==> src/rtl/aes_pkg.sv <==
// Shared AES decryption constants and GF(2^8) helpers.
// All multiplies are built from xtime chains, so no lookup ROM is needed.
package aes_pkg;

    localparam int NB      = 4;
    localparam int STATE_W = NB * 32;

    // Multiply by x modulo x^8+x^4+x^3+x+1
    function automatic logic [7:0] xtime(input logic [7:0] b);
        logic [7:0] r;
        r = {b[6:0], 1'b0};
        if (b[7]) begin
            r = r ^ 8'h1b;
        end else begin
            r = r;
        end
        return r;
    endfunction

    function automatic logic [7:0] gmul9(input logic [7:0] b);
        return xtime(xtime(xtime(b))) ^ b;
    endfunction

    function automatic logic [7:0] gmul11(input logic [7:0] b);
        return xtime(xtime(xtime(b))) ^ xtime(b) ^ b;
    endfunction

    function automatic logic [7:0] gmul13(input logic [7:0] b);
        return xtime(xtime(xtime(b))) ^ xtime(xtime(b)) ^ b;
    endfunction

    function automatic logic [7:0] gmul14(input logic [7:0] b);
        return xtime(xtime(xtime(b))) ^ xtime(xtime(b)) ^ xtime(b);
    endfunction

    // Bit offset of the byte at (column, row); row 0 is the least significant byte of a column
    function automatic int byte_lsb(input int col, input int row);
        return 8 * (4 * col + row);
    endfunction

endpackage

==> src/rtl/inv_mix_column.sv <==
// Combinational InvMixColumns on one 32-bit column.
// Row r of the column occupies bits [r*8+7:r*8].
module inv_mix_column
    import aes_pkg::*;
(
    input  logic [31:0] col_in,
    output logic [31:0] col_out
);

    logic [7:0] a_s [4];

    // Split the column into its four row bytes
    always_comb begin
        for (int r = 0; r < 4; r++) begin
            a_s[r] = col_in[byte_lsb(0, r) +: 8];
        end
    end

    // Circulant matrix {0e,0b,0d,09}, rotated one position per row
    always_comb begin
        col_out[7:0]   = gmul14(a_s[0]) ^ gmul11(a_s[1]) ^ gmul13(a_s[2]) ^ gmul9(a_s[3]);
        col_out[15:8]  = gmul9(a_s[0])  ^ gmul14(a_s[1]) ^ gmul11(a_s[2]) ^ gmul13(a_s[3]);
        col_out[23:16] = gmul13(a_s[0]) ^ gmul9(a_s[1])  ^ gmul14(a_s[2]) ^ gmul11(a_s[3]);
        col_out[31:24] = gmul11(a_s[0]) ^ gmul13(a_s[1]) ^ gmul9(a_s[2])  ^ gmul14(a_s[3]);
    end

endmodule

==> src/rtl/inv_addkey_mixcol.sv <==
// Two-stage AddRoundKey -> InvMixColumns pipeline with valid/ready flow control.
// S1 holds the key-mixed state, S2 holds the round result driven onto the outputs.
module inv_addkey_mixcol
    import aes_pkg::*;
#(
    parameter int NWords = NB
) (
    input  logic                  clk,
    input  logic                  rst,
    input  logic                  in_valid,
    output logic                  in_ready,
    input  logic [NWords*32-1:0]  state_in,
    input  logic [NWords*32-1:0]  round_key,
    input  logic                  last_round,
    output logic                  out_valid,
    input  logic                  out_ready,
    output logic [NWords*32-1:0]  state_out,
    output logic                  out_last
);

    localparam int W = NWords * 32;

    logic         v1_r, v2_r, last1_r, last2_r;
    logic [W-1:0] d1_r, d2_r, mix_cols_s, mixed_s;
    logic         s1_free_s, s2_free_s, load1_s, load2_s;

    // Flow control; in_ready never looks at in_valid to avoid a comb loop upstream
    always_comb begin
        s2_free_s = !v2_r || out_ready;
        s1_free_s = !v1_r || s2_free_s;
        load1_s   = in_valid && s1_free_s;
        load2_s   = v1_r && s2_free_s;
    end

    assign in_ready  = s1_free_s;
    assign state_out = d2_r;
    assign out_valid = v2_r;
    assign out_last  = last2_r;

    for (genvar c = 0; c < NWords; c++) begin : g_col
        inv_mix_column u_col (
            .col_in  (d1_r[c*32 +: 32]),
            .col_out (mix_cols_s[c*32 +: 32])
        );
    end

    // Final round passes the key-mixed state straight through
    always_comb begin
        if (last1_r) begin
            mixed_s = d1_r;
        end else begin
            mixed_s = mix_cols_s;
        end
    end

    // Stage 1: AddRoundKey register
    always_ff @(posedge clk) begin
        if (rst) begin
            v1_r    <= 1'b0;
            d1_r    <= {W{1'b0}};
            last1_r <= 1'b0;
        end else if (load1_s) begin
            v1_r    <= 1'b1;
            d1_r    <= state_in ^ round_key;
            last1_r <= last_round;
        end else if (load2_s) begin
            v1_r    <= 1'b0;
        end else begin
            v1_r    <= v1_r;
        end
    end

    // Stage 2: InvMixColumns result register, held while the consumer stalls
    always_ff @(posedge clk) begin
        if (rst) begin
            v2_r    <= 1'b0;
            d2_r    <= {W{1'b0}};
            last2_r <= 1'b0;
        end else if (load2_s) begin
            v2_r    <= 1'b1;
            d2_r    <= mixed_s;
            last2_r <= last1_r;
        end else if (out_ready) begin
            v2_r    <= 1'b0;
        end else begin
            v2_r    <= v2_r;
        end
    end

endmodule

==> config.mk <==
export PLATFORM = sky130hd
export DESIGN_NAME = inv_addkey_mixcol
export DESIGN_NICKNAME = d
export VERILOG_FILES = /design/src/rtl/aes_pkg.sv /design/src/rtl/inv_mix_column.sv /design/src/rtl/inv_addkey_mixcol.sv
export SDC_FILE = /design/constraint.sdc
export NUM_CORES = 1
export LEC_CHECK = 0
export CAP_MARGIN = 20
export CORE_AREA = 2 2 284 286
export DETAILED_ROUTE_END_ITERATION = 7
export DIE_AREA = 0 0 286 288
export PLACE_DENSITY = 0.48
export SLEW_MARGIN = 25
export SYNTH_ARGS = -nofsm -noshare
export SYNTH_HDL_FRONTEND = slang
export SYNTH_SLANG_ARGS = --single-unit
==> constraint.sdc <==
create_clock -name clk -period 6.7 [get_ports clk]
set_input_delay 0.67 -clock clk [delete_from_list [all_inputs] [get_ports clk]]
set_output_delay 0.67 -clock clk [all_outputs]
set_load 0.03 [all_outputs]
# Word-level counts from Yosys, hierarchy flattened
# Cells that the tools add are included.
dict set report word_totals {
  register_bits 260
  elab_cells 260
  inputBits 261
}
dict set report op_classes {
  bitwise 193
  reduce_logical 8
  muxes 53
}
# op count
set op_table {}
lappend op_table {{$xor A8 B8 Y8} 144}
lappend op_table {{$mux W5} 48}
lappend op_table {{$not A4 Y4} 48}
lappend op_table {{$mux W128} 1}
lappend op_table {{$xor A128 B128 Y128} 1}
lappend op_table {{$mux W1} 4}
lappend op_table {{$reduce_bool A2 Y1} 2}
lappend op_table {{$logic_and A1 B1 Y1} 2}
lappend op_table {{$logic_not A1 Y1} 2}
lappend op_table {{$logic_or A1 B1 Y1} 2}

# Depth between registers and ports, before layout
# Gate-level depths: netlist of the first run.
dict set report logic_depth {
  ltp_word 12
  ltp_mapped 8
}

# Cells and area by module
# Synthesis of the first run repeated with hierarchy kept, for this count alone.
dict set report unflattened {
  hier_cells 1976
  hier_area_um2 21583.2
}
# mod seq_area_each_um2 area_each_um2 cells_each instances
set modules_own_cells {}
lappend modules_own_cells {inv_addkey_mixcol 5205.0 12789.8 1172 1}
lappend modules_own_cells {inv_mix_column 0.0 2198.4 201 4}

# Worst setup path before layout of the first run
# OpenSTA, ideal clock, no wires.
dict set report synth_timing {
  path_kind {input to register}
  from {input port out_ready}
  to {register d1_r[82]}
  required_time_ns 6.614
  slack_ns 4.530
  path_stages 8
  t_arrival_ns 2.085
  setup_time_ns 0.086
  cell_sequence {nor2b_1 nand2_1 and2_1 clkbuf_1 clkbuf_1 clkbuf_1 nor2_1 a211oi_1}
}
dict set report synth_via {
  elab_chain_cells 3
}
# item line_no
set synth_rtl {}
lappend synth_rtl {{from (decl)} inv_addkey_mixcol.sv:16} ;# input logic out_ready,
lappend synth_rtl {{$logic_or A1 B1 Y1} inv_addkey_mixcol.sv:29} ;# s2_free_s = !v2_r || out_ready;
lappend synth_rtl {{$logic_or A1 B1 Y1} inv_addkey_mixcol.sv:30} ;# s1_free_s = !v1_r || s2_free_s;
lappend synth_rtl {{named net in_ready} inv_addkey_mixcol.sv:11} ;# output logic in_ready,
lappend synth_rtl {{$logic_and A1 B1 Y1} inv_addkey_mixcol.sv:31} ;# load1_s = in_valid && s1_free_s;
lappend synth_rtl {{to (signal assigned)} inv_addkey_mixcol.sv:60} ;# d1_r <= {W{1'b0}};
lappend synth_rtl {{to (signal assigned)} inv_addkey_mixcol.sv:64} ;# d1_r <= state_in ^ round_key;
lappend synth_rtl {{to (decl)} inv_addkey_mixcol.sv:24} ;# logic [W-1:0] d1_r, d2_r, mix_cols_s, mixed_s;
# The timed path passes the listed nets, and every way through them passes these cells.
# A chain may end at the register's enable or synchronous reset.

# Worst setup path in the final report of the first run
dict set report layout_timing {
  from {input port out_ready}
  to {output port in_ready}
}
dict set report layout_via {
  elab_chain_cells 2
}
# item line_no
set layout_rtl {}
lappend layout_rtl {{$logic_or A1 B1 Y1} inv_addkey_mixcol.sv:29}
lappend layout_rtl {{$logic_or A1 B1 Y1} inv_addkey_mixcol.sv:30}
lappend layout_rtl {{to (decl)} inv_addkey_mixcol.sv:11}
# Every way passes these cells.

==> qor.txt, run 1 <==
Worst hold path class = flop to flop
Hold bufs inserted after CTS = 0
Cells after Synth = 2051
WS Path Type = input port to output port
Worst-path cell with the longest stage delay = clkdlybuf4s50_1
Filler cell count in the final layout = 8152
Max-cap violations = 0
RSZ-0062 raised after global routing = no
Register area share after synthesis = 25.4%
P per Cell Area = 328 mW/mm2
Final TNS setup = 0 ns
Clock skew = 0.00861 ns
Vias = 15.1k
DRC = 0
Final setup fails = 0
Post-layout min period = 2.86 ns
Inserted Diodes = 0
CTS tree = built
Antenna violations before repair = 0
Cells after DPL = 3285
Max-slew headroom = 35.8%
Status = completed
H-tree lvl count = 2
IO Pins = 392
GP Congestion = 0.867
Final cell count without fillers = 3342
Port Buffers = 391
Final Max Tran Viols = 0
DRT Pass-1 Iters = 5
CORE AREA = 0.0796 mm2
Cts bufs inserted = 34
Detailed-route wire length per cell = 20.3 um
Synth Area per Inst = 10.0 um2
Starting density of the core = 25.8%
Fin Hold WS = 0.462 ns
Sink Count = 260
Syn Nets = 2312
Fmax achieved = 0.350 GHz
Peak supply drop = 0.000153 V
CP Buf/Inv Count = 2
CP peak stage delay = 0.62 ns
Register bit total from synthesis = 260
GRT overflow = 0
Actual slew at the worst max-slew pin = 0.963 ns
Synth warnings = 0
Postcts setup bufs = 0
Worst-skew pair later-pin latency = 0.54 ns
Most frequent CP cell = clkdlybuf4s50_1
Num rows = 104
Final nets = 2522
Netlist cell types = 40
CTS Root Cell = clkbuf_16
Crit-path cells = clkdlybuf4s50_1 > nor2b_1 > nand2_1 > clkdlybuf4s50_1
Mapped cell area = 0.0205 mm2
Post-CTS Resized = 0
Worst EP required = 6.03 ns
Leakage = 10.3 nW
CP delay by family, top = buffers and inverters
CP endpoint kind = output port
First-pass GRT wire length = 102000 um
P&R area growth vs syn = 26.3%
Crit Path Max Fanout = 5
Die width = 286 um
Number of global-route vias before repair = 15.5k
Via density = 4.52
Post-detail-place hpwl = 50200 um
Initial detailed-routing violation count = 719
Startpoint types = input port
Period utilization = 42.6%
Die Y = 288 um
DIE AREA = 0.0824 mm2
Largest net degree at the start of global routing = 186
GRT Total Usage = 16.2%
Routed wire length = 67900 um
Clock Tree Buf Depth = 3
Clock transition at path regs = 0.05 ns
Final ANT Viol Nets = 0
Final hold vios = 0
Layout cells sized above 1 = 3.68%
CP arrival = 2.19 ns
## power by group
| part | switching [mW] | internal [mW] |
|---|---|---|
| clock network | 0.724 | 1.11 |
| registers | 0.316 | 1.73 |
| logic | 2.11 | 2.52 |
| total | 3.15 | 5.35 |
## stage by stage
step	utilization [%]	setup WS, ns	cell area [um2]	power [mW]
after detailed placement	31.2	3.53	24800	6.73
after CTS	32.5	3.83	25900	8.64
after global placement	31.2	3.59	24800	6.74
final	32.5	3.84	25900	8.50
after global routing	32.5	3.71	25900	9.00
after floorplan	-	4.53	20500	5.45
## sequential cells by signal, summed over array words and instances, names as in the netlist
signal     flops
d1_r         128
state_out    128
last1_r        1
out_last       1
out_valid      1
v1_r           1
## cell usage in the layout (no fill, tap or decap), drive strengths merged, types with 2 or more instances in the layout
cell type,count
o211ai,16
a21oi,127
buf,9
xor2,126
bufinv,2
clkinv,6
xor3,28
xnor2,540
mux2i,26
clkdlybuf4s50,390
inv,2
clkbuf,48
xnor3,156
nor2b,2
nand2,25
o22ai,9
o211a,37
a211oi,130
o21ai,132
nor3,5
a31oi,5
and2,2
dfxtp,260
and3,9
nand2b,2
nor2,185
## synth_stat cells (all sizes together)
| cell type | instances | share of area [%] |
|---|---|---|
| nor2b | 2 | 0.061 |
| dlygate4sd1 | 1 | 0.043 |
| nand2b | 2 | 0.061 |
| xnor2 | 540 | 24 |
| o211ai | 16 | 0.59 |
| mux2i | 26 | 1.3 |
| xor2 | 126 | 5.5 |
| clkbuf | 147 | 2.9 |
| o31a | 1 | 0.043 |
| a211oi | 130 | 4.8 |
| inv | 2 | 0.037 |
| xor3 | 28 | 3.3 |
| nand2 | 25 | 0.46 |
| xnor3 | 156 | 17 |
| nor2 | 185 | 3.4 |
| nor3 | 5 | 0.12 |
| dfxtp | 260 | 25 |
| o22ai | 9 | 0.27 |
| a21oi | 127 | 3.1 |
| o211a | 37 | 1.8 |
| o21ai | 132 | 3.2 |
| buf | 77 | 2.2 |
| and3 | 9 | 0.27 |
| a31oi | 5 | 0.15 |
| and2 | 2 | 0.061 |
| or3 | 1 | 0.031 |
## worst reg2reg max path, delay by kind of cell, from the launching register on
family	cells	cell delay, ns
DFF	1	0.69
xor gates and xnor gates	4	1.42
AOI/OAI and AO/OA	2	0.61
## worst paths after layout
kind / slack, ns / depth (start not counted) / to / startpoint
worst max-delay path: 3.84 / 4 / in_ready / out_ready
worst min register to register: 0.46 / 2 / out_last$_SDFFE_PP0P_ / out_last$_SDFFE_PP0P_
worst max register to register: 3.93 / 6 / state_out[115]$_SDFFE_PP0P_ / d1_r[109]$_SDFFE_PP0P_
worst min-delay path: 0.46 / 2 / out_last$_SDFFE_PP0P_ / out_last$_SDFFE_PP0P_
## metal layers
layer,GRT usage (%),vias up,share of wire [%]
li1,-,7344,-
met1,21.8,7323,46
met2,26.9,362,47
met3,3.20,62,5.1
met4,3.47,0,1.6
met5,0,-,0
## kinds of logic (layout without fill, tap and decap cells)
logic type | Yosys count | after routing | synth area share (%)
multiplexers | 26 | 26 | 1.27
flip-flops | 260 | 260 | 25.4
XOR/XNOR | 850 | 850 | 49.8
AO/OA/AOI/OAI | 457 | 457 | 13.9
AND/OR/NAND/NOR | 231 | 231 | 4.45
buffers and inverters | 227 | 458 | 5.17
## layout make-up
class / count / area (um2) / area share, %
clock buffer: 48 / 997 / 3.85
tap: 1060 / 1330 / 5.12
inverter: 2 / 7.51 / 0.0290
timing repair buffer: 399 / 4010 / 15.5
sequential: 260 / 5210 / 20.1
clock inverter: 9 / 97.6 / 0.377
multi-input combinational: 1564 / 14300 / 55.0
No activity file was read; power rests on OpenSTA's default activity.
==> run 2, diff against run 1 <==
--- a/config.mk
+++ b/config.mk
@@ -9,7 +9,7 @@
 export CORE_AREA = 2 2 284 286
 export DETAILED_ROUTE_END_ITERATION = 7
 export DIE_AREA = 0 0 286 288
-export PLACE_DENSITY = 0.48
+export PLACE_DENSITY = 0.49
 export SLEW_MARGIN = 25
 export SYNTH_ARGS = -nofsm -noshare
 export SYNTH_HDL_FRONTEND = slang
==> constraint.sdc (replaced) <==
create_clock -name clk -period 2.4 [get_ports clk]
set_input_delay 0.24 -clock clk [delete_from_list [all_inputs] [get_ports clk]]
set_output_delay 0.24 -clock clk [all_outputs]
set_load 0.03 [all_outputs]
==> run 2 against run 1 <==
Compared with the run above: flip-flop and latch count stayed put; core utilization is 3.0 points higher; cell area is 9.2% higher; clock skew is 0.015 ns higher; cell count is 8.3% higher; sequential share of layout area is 1.7 points lower; clock power grew to 3.0 times the previous value; first-iteration DRC count is 11% higher; critical path depth is 3 higher; total power grew to 3.0 times the previous value; global-route usage is 1.3 points higher.
==> qor.txt, run 2 (synthesis gave the netlist of run 1 again) <==
H-tree lvl count = 2 (unchanged)
Hold Path Sink = state_out[111]$_SDFFE_PP0P_ (was out_last$_SDFFE_PP0P_)
Power Internal = 16.0 mW (was 5.35 mW)
DIE AREA = 0.0824 mm2 (unchanged)
IO Pins = 392 (unchanged)
Postcts setup bufs = 0 (unchanged)
Post-CTS Resized = 6 (was 0)
Area of the multi-input gates = 0.0143 mm2 (about the same)
Die Y = 288 um (unchanged)
CP arrival = 2.82 ns (was 2.19 ns)
Fmax achieved = 0.428 GHz
Most frequent CP cell = xnor2_1 (was clkdlybuf4s50_1)
DRT Pass-1 Iters = 5 (unchanged)
Final setup fails = 0 (unchanged)
Startpoint types = flop (was input port)
Filler cell count in the final layout = 8057 (was 8152)
GRT overflow = 0 (unchanged)
Worst hold path class = input port to flop (was flop to flop)
First-pass GRT wire length = 109000 um (was 102000 um)
Worst EP required = 2.89 ns (was 6.03 ns)
Switch share = 36.8% (was 37.0%)
RSZ-0062 raised after global routing = yes (was no)
Final hold vios = 0 (unchanged)
CORE AREA = 0.0796 mm2 (unchanged)
Cells after DPL = 3555 (was 3285)
Max-slew headroom = 57.4% (was 35.8%)
Storage cell area = 0.00522 mm2 (was 0.00521 mm2)
Cts bufs inserted = 36 (was 34)
Worst R2R Start = d1_r[29]$_SDFFE_PP0P_ (was d1_r[109]$_SDFFE_PP0P_)
Status = completed (unchanged)
DRC = 0 (unchanged)
Combinational power share = 57.0% (was 54.4%)
Starting density of the core = 25.8% (unchanged)
Layout cells sized above 1 = 14.9% (was 3.68%)
Routed wire length = 73700 um (was 67900 um)
Crit Path Max Fanout = 6 (was 5)
Reg2reg setup slack = 0.06 ns (was 3.93 ns)
Actual slew at the worst max-slew pin = 0.635 ns (was 0.963 ns)
Commonest cells after routing, fill and taps aside = xnor2_1 (517), clkdlybuf4s50_1 (390), buf_4 (260), dfxtp_1 (250), nor2_1 (185) (was xnor2_1 (524), clkdlybuf4s50_1 (390), dfxtp_1 (259), nor2_1 (185), xnor3_1 (154))
Number of global-route vias before repair = 16.8k (was 15.5k)
GRT Total Usage = 17.5% (was 16.2%)
Hold bufs inserted after CTS = 0 (unchanged)
Antenna violations before repair = 1 (was 0)
Leakage = 11.8 nW (was 10.3 nW)
Psw = 9.31 mW (was 3.15 mW)
Post-layout min period = 2.34 ns
Reg2reg end = state_out[20]$_SDFFE_PP0P_ (was state_out[115]$_SDFFE_PP0P_)
Final ANT Viol Nets = 0 (unchanged)
Final nets = 2794 (was 2522)
Worst-path cell with the longest stage delay = xor3_1 (was clkdlybuf4s50_1)
Post-layout util = 35.5% (was 32.5%)
WS Path Type = flop to flop (was input port to output port)
Inserted Diodes = 0 (unchanged)
Initial detailed-routing violation count = 797 (was 719)
Clock transition at path regs = 0.06 ns (was 0.05 ns)
Detailed-route wire length per cell = 20.4 um (was 20.3 um)
CTS Root Cell = clkbuf_16 (unchanged)
P&R area growth vs syn = 38.0% (was 26.3%)
Final Max Tran Viols = 0 (unchanged)
Post-detail-place hpwl = 57300 um (was 50200 um)
R2R depth = 7 (was 6)
Clock skew = 0.0231 ns (was 0.00861 ns)
CTS tree = built (unchanged)
Most common cell after layout, fill and taps aside = xnor2_1 (unchanged)
Period utilization = 97.4%
Via density = 4.46 (was 4.52)
Final cell count without fillers = 3619 (was 3342)
Die width = 286 um (unchanged)
Num rows = 104 (unchanged)
Largest net degree at the start of global routing = 73 (was 186)
Hold depth = 2 (unchanged)
Clock Tree Buf Depth = 3 (unchanged)
Hold Crit Start = rst (was out_last$_SDFFE_PP0P_)
Sink Count = 260 (unchanged)
GP Congestion = 0.917 (was 0.867)
Max-cap violations = 0 (unchanged)
CP peak stage delay = 0.53 ns (was 0.62 ns)
Port Buffers = 391 (unchanged)
CP endpoint kind = flop (was output port)
Crit-path cells = xnor2_1 > xnor2_1 > xor3_1 > xnor2_1 > o21ai_1 > buf_4 > o211a_1 (was clkdlybuf4s50_1 > nor2b_1 > nand2_1 > clkdlybuf4s50_1)
Vias = 16.1k (was 15.1k)
Clk pwr share = 21.7% (was 21.6%)
Peak supply drop = 0.000399 V (was 0.000153 V)
P per Cell Area = 895 mW/mm2 (was 328 mW/mm2)
Sequential Power Share = 21.3% (was 24.1%)
Worst-skew pair later-pin latency = 0.56 ns (was 0.54 ns)
==> run 2: cell types whose count changed in the layout (fill, tap and decap cells not counted), sizes merged <==
cell | previous run | this run
buf | 9 | 279
clkinvlp | 1 | 4
inv | 2 | 4
clkbuf | 48 | 49
clkinv | 6 | 7
==> run 2: how the worst max path moves through the flow <==
| stage | start | end | slack [ns] | cells past startpoint |
|---|---|---|---|---|
| after floorplan | d1_r[16]$_SDFFE_PP0P_ | state_out[11]$_SDFFE_PP0P_ | 0.25 | 6 |
| after CTS | d1_r[110]$_SDFFE_PP0P_ | state_out[107]$_SDFFE_PP0P_ | 0.02 | 6 |
| after global routing | d1_r[30]$_SDFFE_PP0P_ | state_out[11]$_SDFFE_PP0P_ | -0.05 | 6 |
| final | d1_r[29]$_SDFFE_PP0P_ | state_out[20]$_SDFFE_PP0P_ | 0.06 | 7 |
| after global placement | d1_r[12]$_SDFFE_PP0P_ | state_out[20]$_SDFFE_PP0P_ | -0.15 | 7 |
| after detailed placement | d1_r[87]$_SDFFE_PP0P_ | state_out[91]$_SDFFE_PP0P_ | -0.08 | 6 |
==> run 2: stage by stage <==
step	TNS [ns]	power [mW]	instance area, um2	hold slack, ns	setup WS [ns]
2_1_floorplan	0	15.2	20500	0.357	0.253
3_3_place_gp	-0.265	19.9	27000	0.451	-0.150
3_5_place_dp	-0.178	19.9	27000	0.453	-0.0844
4_1_cts	0	25.6	28200	0.0596	0.0183
5_1_grt	-0.0547	26.7	28300	0.0834	-0.0547
6_report	0	25.3	28300	0.0822	0.0617
==> run 2: cell type report <==
class / count / area share (%)
multi-input cells: 1564 / 50.6
repair buffers: 669 / 22.0
flip-flops and latches: 260 / 18.4
well taps: 1060 / 4.69
clock buffers: 49 / 3.71
clock inverters: 15 / 0.517
inverters: 2 / 0.0265
==> run 2: routing by layer <==
layer / GRT usage (%) / vias up / share of wire [%]
li1: - / 7881 / -
met1: 23.1 / 7796 / 45
met2: 29.4 / 405 / 47
met3: 3.33 / 66 / 5.9
met4: 3.95 / 0 / 1.8
met5: 0 / - / 0
==> run 2: critical path, delay by kind of cell, from the launching register on <==
| kind | cells | cell delay [ns] |
|---|---|---|
| XOR/XNOR | 4 | 1.22 |
| flip-flops | 1 | 0.52 |
| AO/OA/AOI/OAI | 2 | 0.38 |
| buffers and inverters | 1 | 0.16 |
==> run 2: power by group through the flow <==
stage                     logic [mW]  registers [mW]  clock network (mW)
after floorplan                 9.47            5.74                   0
after global placement          14.4            5.48                   0
after detailed placement        14.4            5.48                   0
after CTS                       14.5            5.40                5.70
after global routing            15.4            5.46                5.86
final                           14.4            5.39                5.50
==> run 3, diff against run 2 <==
--- a/config.mk
+++ b/config.mk
@@ -9,7 +9,7 @@
 export CORE_AREA = 2 2 284 286
 export DETAILED_ROUTE_END_ITERATION = 7
 export DIE_AREA = 0 0 286 288
-export PLACE_DENSITY = 0.49
+export PLACE_DENSITY = 0.48
 export SLEW_MARGIN = 25
 export SYNTH_ARGS = -nofsm -noshare
 export SYNTH_HDL_FRONTEND = slang
==> constraint.sdc (replaced) <==
create_clock -name clk -period 2.8 [get_ports clk]
set_input_delay 0.28 -clock clk [delete_from_list [all_inputs] [get_ports clk]]
set_output_delay 0.28 -clock clk [all_outputs]
set_load 0.03 [all_outputs]
==> run 3 against run 2 <==
Compared with the run above: register-to-register slack improved by 0.18 ns; largest power group unchanged; via count shrank 2.8%; critical endpoint is now state_out[91]$_SDFFE_PP0P_; worst setup slack better by 0.18 ns; cell area is 4.3% lower; total power shrank 17%; largest cell class unchanged; worst hold slack improved by 0.27 ns.
==> qor.txt, run 3 (synthesis gave the netlist of run 1 again) <==
CTS tree = built (unchanged)
Post-place instance area = 0.0259 mm2 (was 0.0270 mm2)
Hold Path Sink = last1_r$_SDFFE_PP0P_ (was state_out[111]$_SDFFE_PP0P_)
Die Y = 288 um (unchanged)
Hold Crit Start = last_round (was rst)
Num rows = 104 (unchanged)
H-tree lvl count = 2 (unchanged)
Final hold vios = 0 (unchanged)
Final nets = 2659 (was 2794)
Vias = 15.7k (was 16.1k)
Clock Tree Buf Depth = 3 (unchanged)
P&R area growth vs syn = 32.1% (was 38.0%)
Die width = 286 um (unchanged)
Largest net degree at the start of global routing = 92 (was 73)
Actual slew at the worst max-slew pin = 0.936 ns (was 0.635 ns)
Power Total = 20.9 mW (was 25.3 mW)
GP Congestion = 0.893 (was 0.917)
Post-layout min period = 2.55 ns (was 2.34 ns)
Commonest cells after routing, fill and taps aside = xnor2_1 (524), clkdlybuf4s50_1 (390), dfxtp_1 (259), nor2_1 (185), xnor3_1 (154) (was xnor2_1 (517), clkdlybuf4s50_1 (390), buf_4 (260), dfxtp_1 (250), nor2_1 (185))
DRC = 0 (unchanged)
RSZ-0062 raised after global routing = no (was yes)
Leakage = 11.1 nW (was 11.8 nW)
Final Max Tran Viols = 0 (unchanged)
Setup ws final = 0.245 ns (was 0.0617 ns)
Hold bufs inserted after CTS = 1 (was 0)
Post-detail-place hpwl = 56300 um (was 57300 um)
Detailed-route wire length per cell = 20.8 um (was 20.4 um)
Initial detailed-routing violation count = 901 (was 797)
Number of global-route vias before repair = 16.0k (was 16.8k)
Sink Count = 260 (unchanged)
Max-cap violations = 0 (unchanged)
Period utilization = 91.2% (was 97.4%)
Design Area, Final = 0.0271 mm2 (was 0.0283 mm2)
Worst-skew pair later-pin latency = 0.55 ns (was 0.56 ns)
Starting density of the core = 25.8% (unchanged)
Peak supply drop = 0.000330 V (was 0.000399 V)
R2R depth = 6 (was 7)
DIE AREA = 0.0824 mm2 (unchanged)
Antenna violations before repair = 2 (was 1)
Hold depth = 3 (was 2)
Postcts setup bufs = 0 (unchanged)
Pre-CTS setup slack = 0.290 ns (was -0.0844 ns)
DRT Pass-1 Iters = 5 (unchanged)
Final ANT Viol Nets = 0 (unchanged)
Post-CTS Resized = 0 (was 6)
CTS Root Cell = clkbuf_16 (unchanged)
GRT Total Usage = 17.2% (was 17.5%)
GRT overflow = 0 (unchanged)
Reg2reg end = state_out[91]$_SDFFE_PP0P_ (was state_out[20]$_SDFFE_PP0P_)
IO Pins = 392 (unchanged)
Worst R2R Start = d1_r[87]$_SDFFE_PP0P_ (was d1_r[29]$_SDFFE_PP0P_)
Layout cells sized above 1 = 9.25% (was 14.9%)
Cts bufs inserted = 35 (was 36)
CP arrival = 3.04 ns (was 2.82 ns)
Max-slew headroom = 37.6% (was 57.4%)
Final setup fails = 0 (unchanged)
Worst hold path class = input port to flop (unchanged)
Most common cell after layout, fill and taps aside = xnor2_1 (unchanged)
Clock skew = 0.0176 ns (was 0.0231 ns)
Reg2reg setup slack = 0.25 ns (was 0.06 ns)
Clock transition at path regs = 0.06 ns (about the same)
Inserted Diodes = 0 (unchanged)
Final TNS setup = 0 ns (unchanged)
Status = completed (unchanged)
P per Cell Area = 772 mW/mm2 (was 895 mW/mm2)
First-pass GRT wire length = 106000 um (was 109000 um)
CORE AREA = 0.0796 mm2 (unchanged)
WS Path Type = flop to flop (unchanged)
Crit Path Max Fanout = 9 (was 6)
Port Buffers = 391 (unchanged)
Crit. Startpoint = d1_r[87]$_SDFFE_PP0P_ (was d1_r[29]$_SDFFE_PP0P_)
Startpoint types = flop (unchanged)
Worst EP required = 3.29 ns (was 2.89 ns)
Via density = 4.51 (was 4.46)
Routed wire length = 72600 um (was 73700 um)
Fmax achieved = 0.391 GHz (was 0.428 GHz)
CP endpoint kind = flop (unchanged)
## run 3: per-stage QoR
step           util [%]  std cells  hold slack [ns]
2_1_floorplan         -       2051            0.397
3_3_place_gp       32.5       3419            0.471
3_5_place_dp       32.5       3419            0.478
4_1_cts            34.0       3481            0.319
5_1_grt            34.0       3482            0.371
6_report           34.0       3482            0.355
## run 3: how the worst max path moves through the flow
stage                     slack [ns]                         end
after floorplan                 0.65  state_out[11]$_SDFFE_PP0P_
after global placement          0.25  state_out[91]$_SDFFE_PP0P_
after detailed placement        0.29  state_out[91]$_SDFFE_PP0P_
after CTS                       0.26  state_out[91]$_SDFFE_PP0P_
after global routing            0.16  state_out[85]$_SDFFE_PP0P_
final                           0.25  state_out[91]$_SDFFE_PP0P_
## run 3: area by class of cell
type | instances | area [um2]
repair buffers | 535 | 5160
clock buffers | 51 | 1050
multi-input cells | 1564 | 14300
inverters | 2 | 7.51
flip-flops and latches | 260 | 5210
well taps | 1060 | 1330
clock inverters | 10 | 78.8
fillers | 8128 | 52600
## run 3: report_power, final
group	switching, mW	leakage [nW]	internal (mW)
registers	0.566	2.15	4.14
clock network	1.79	0.564	2.68
logic	5.44	8.36	6.30
total	7.80	11.1	13.1
## run 3: critical path: stages, from the launching register on
cell and delay, ns:
dfxtp_1 0.66, xnor2_2 0.26, xnor3_1 0.41, xnor2_1 0.21, xor3_1 0.39, o21ai_0 0.35
o211a_1 0.21
## run 3: per-layer routing
metal	track usage, %	wire, um
met1	23.4	32900
met2	28.3	34200
met3	3.24	4290
met4	3.69	1280
met5	0	0
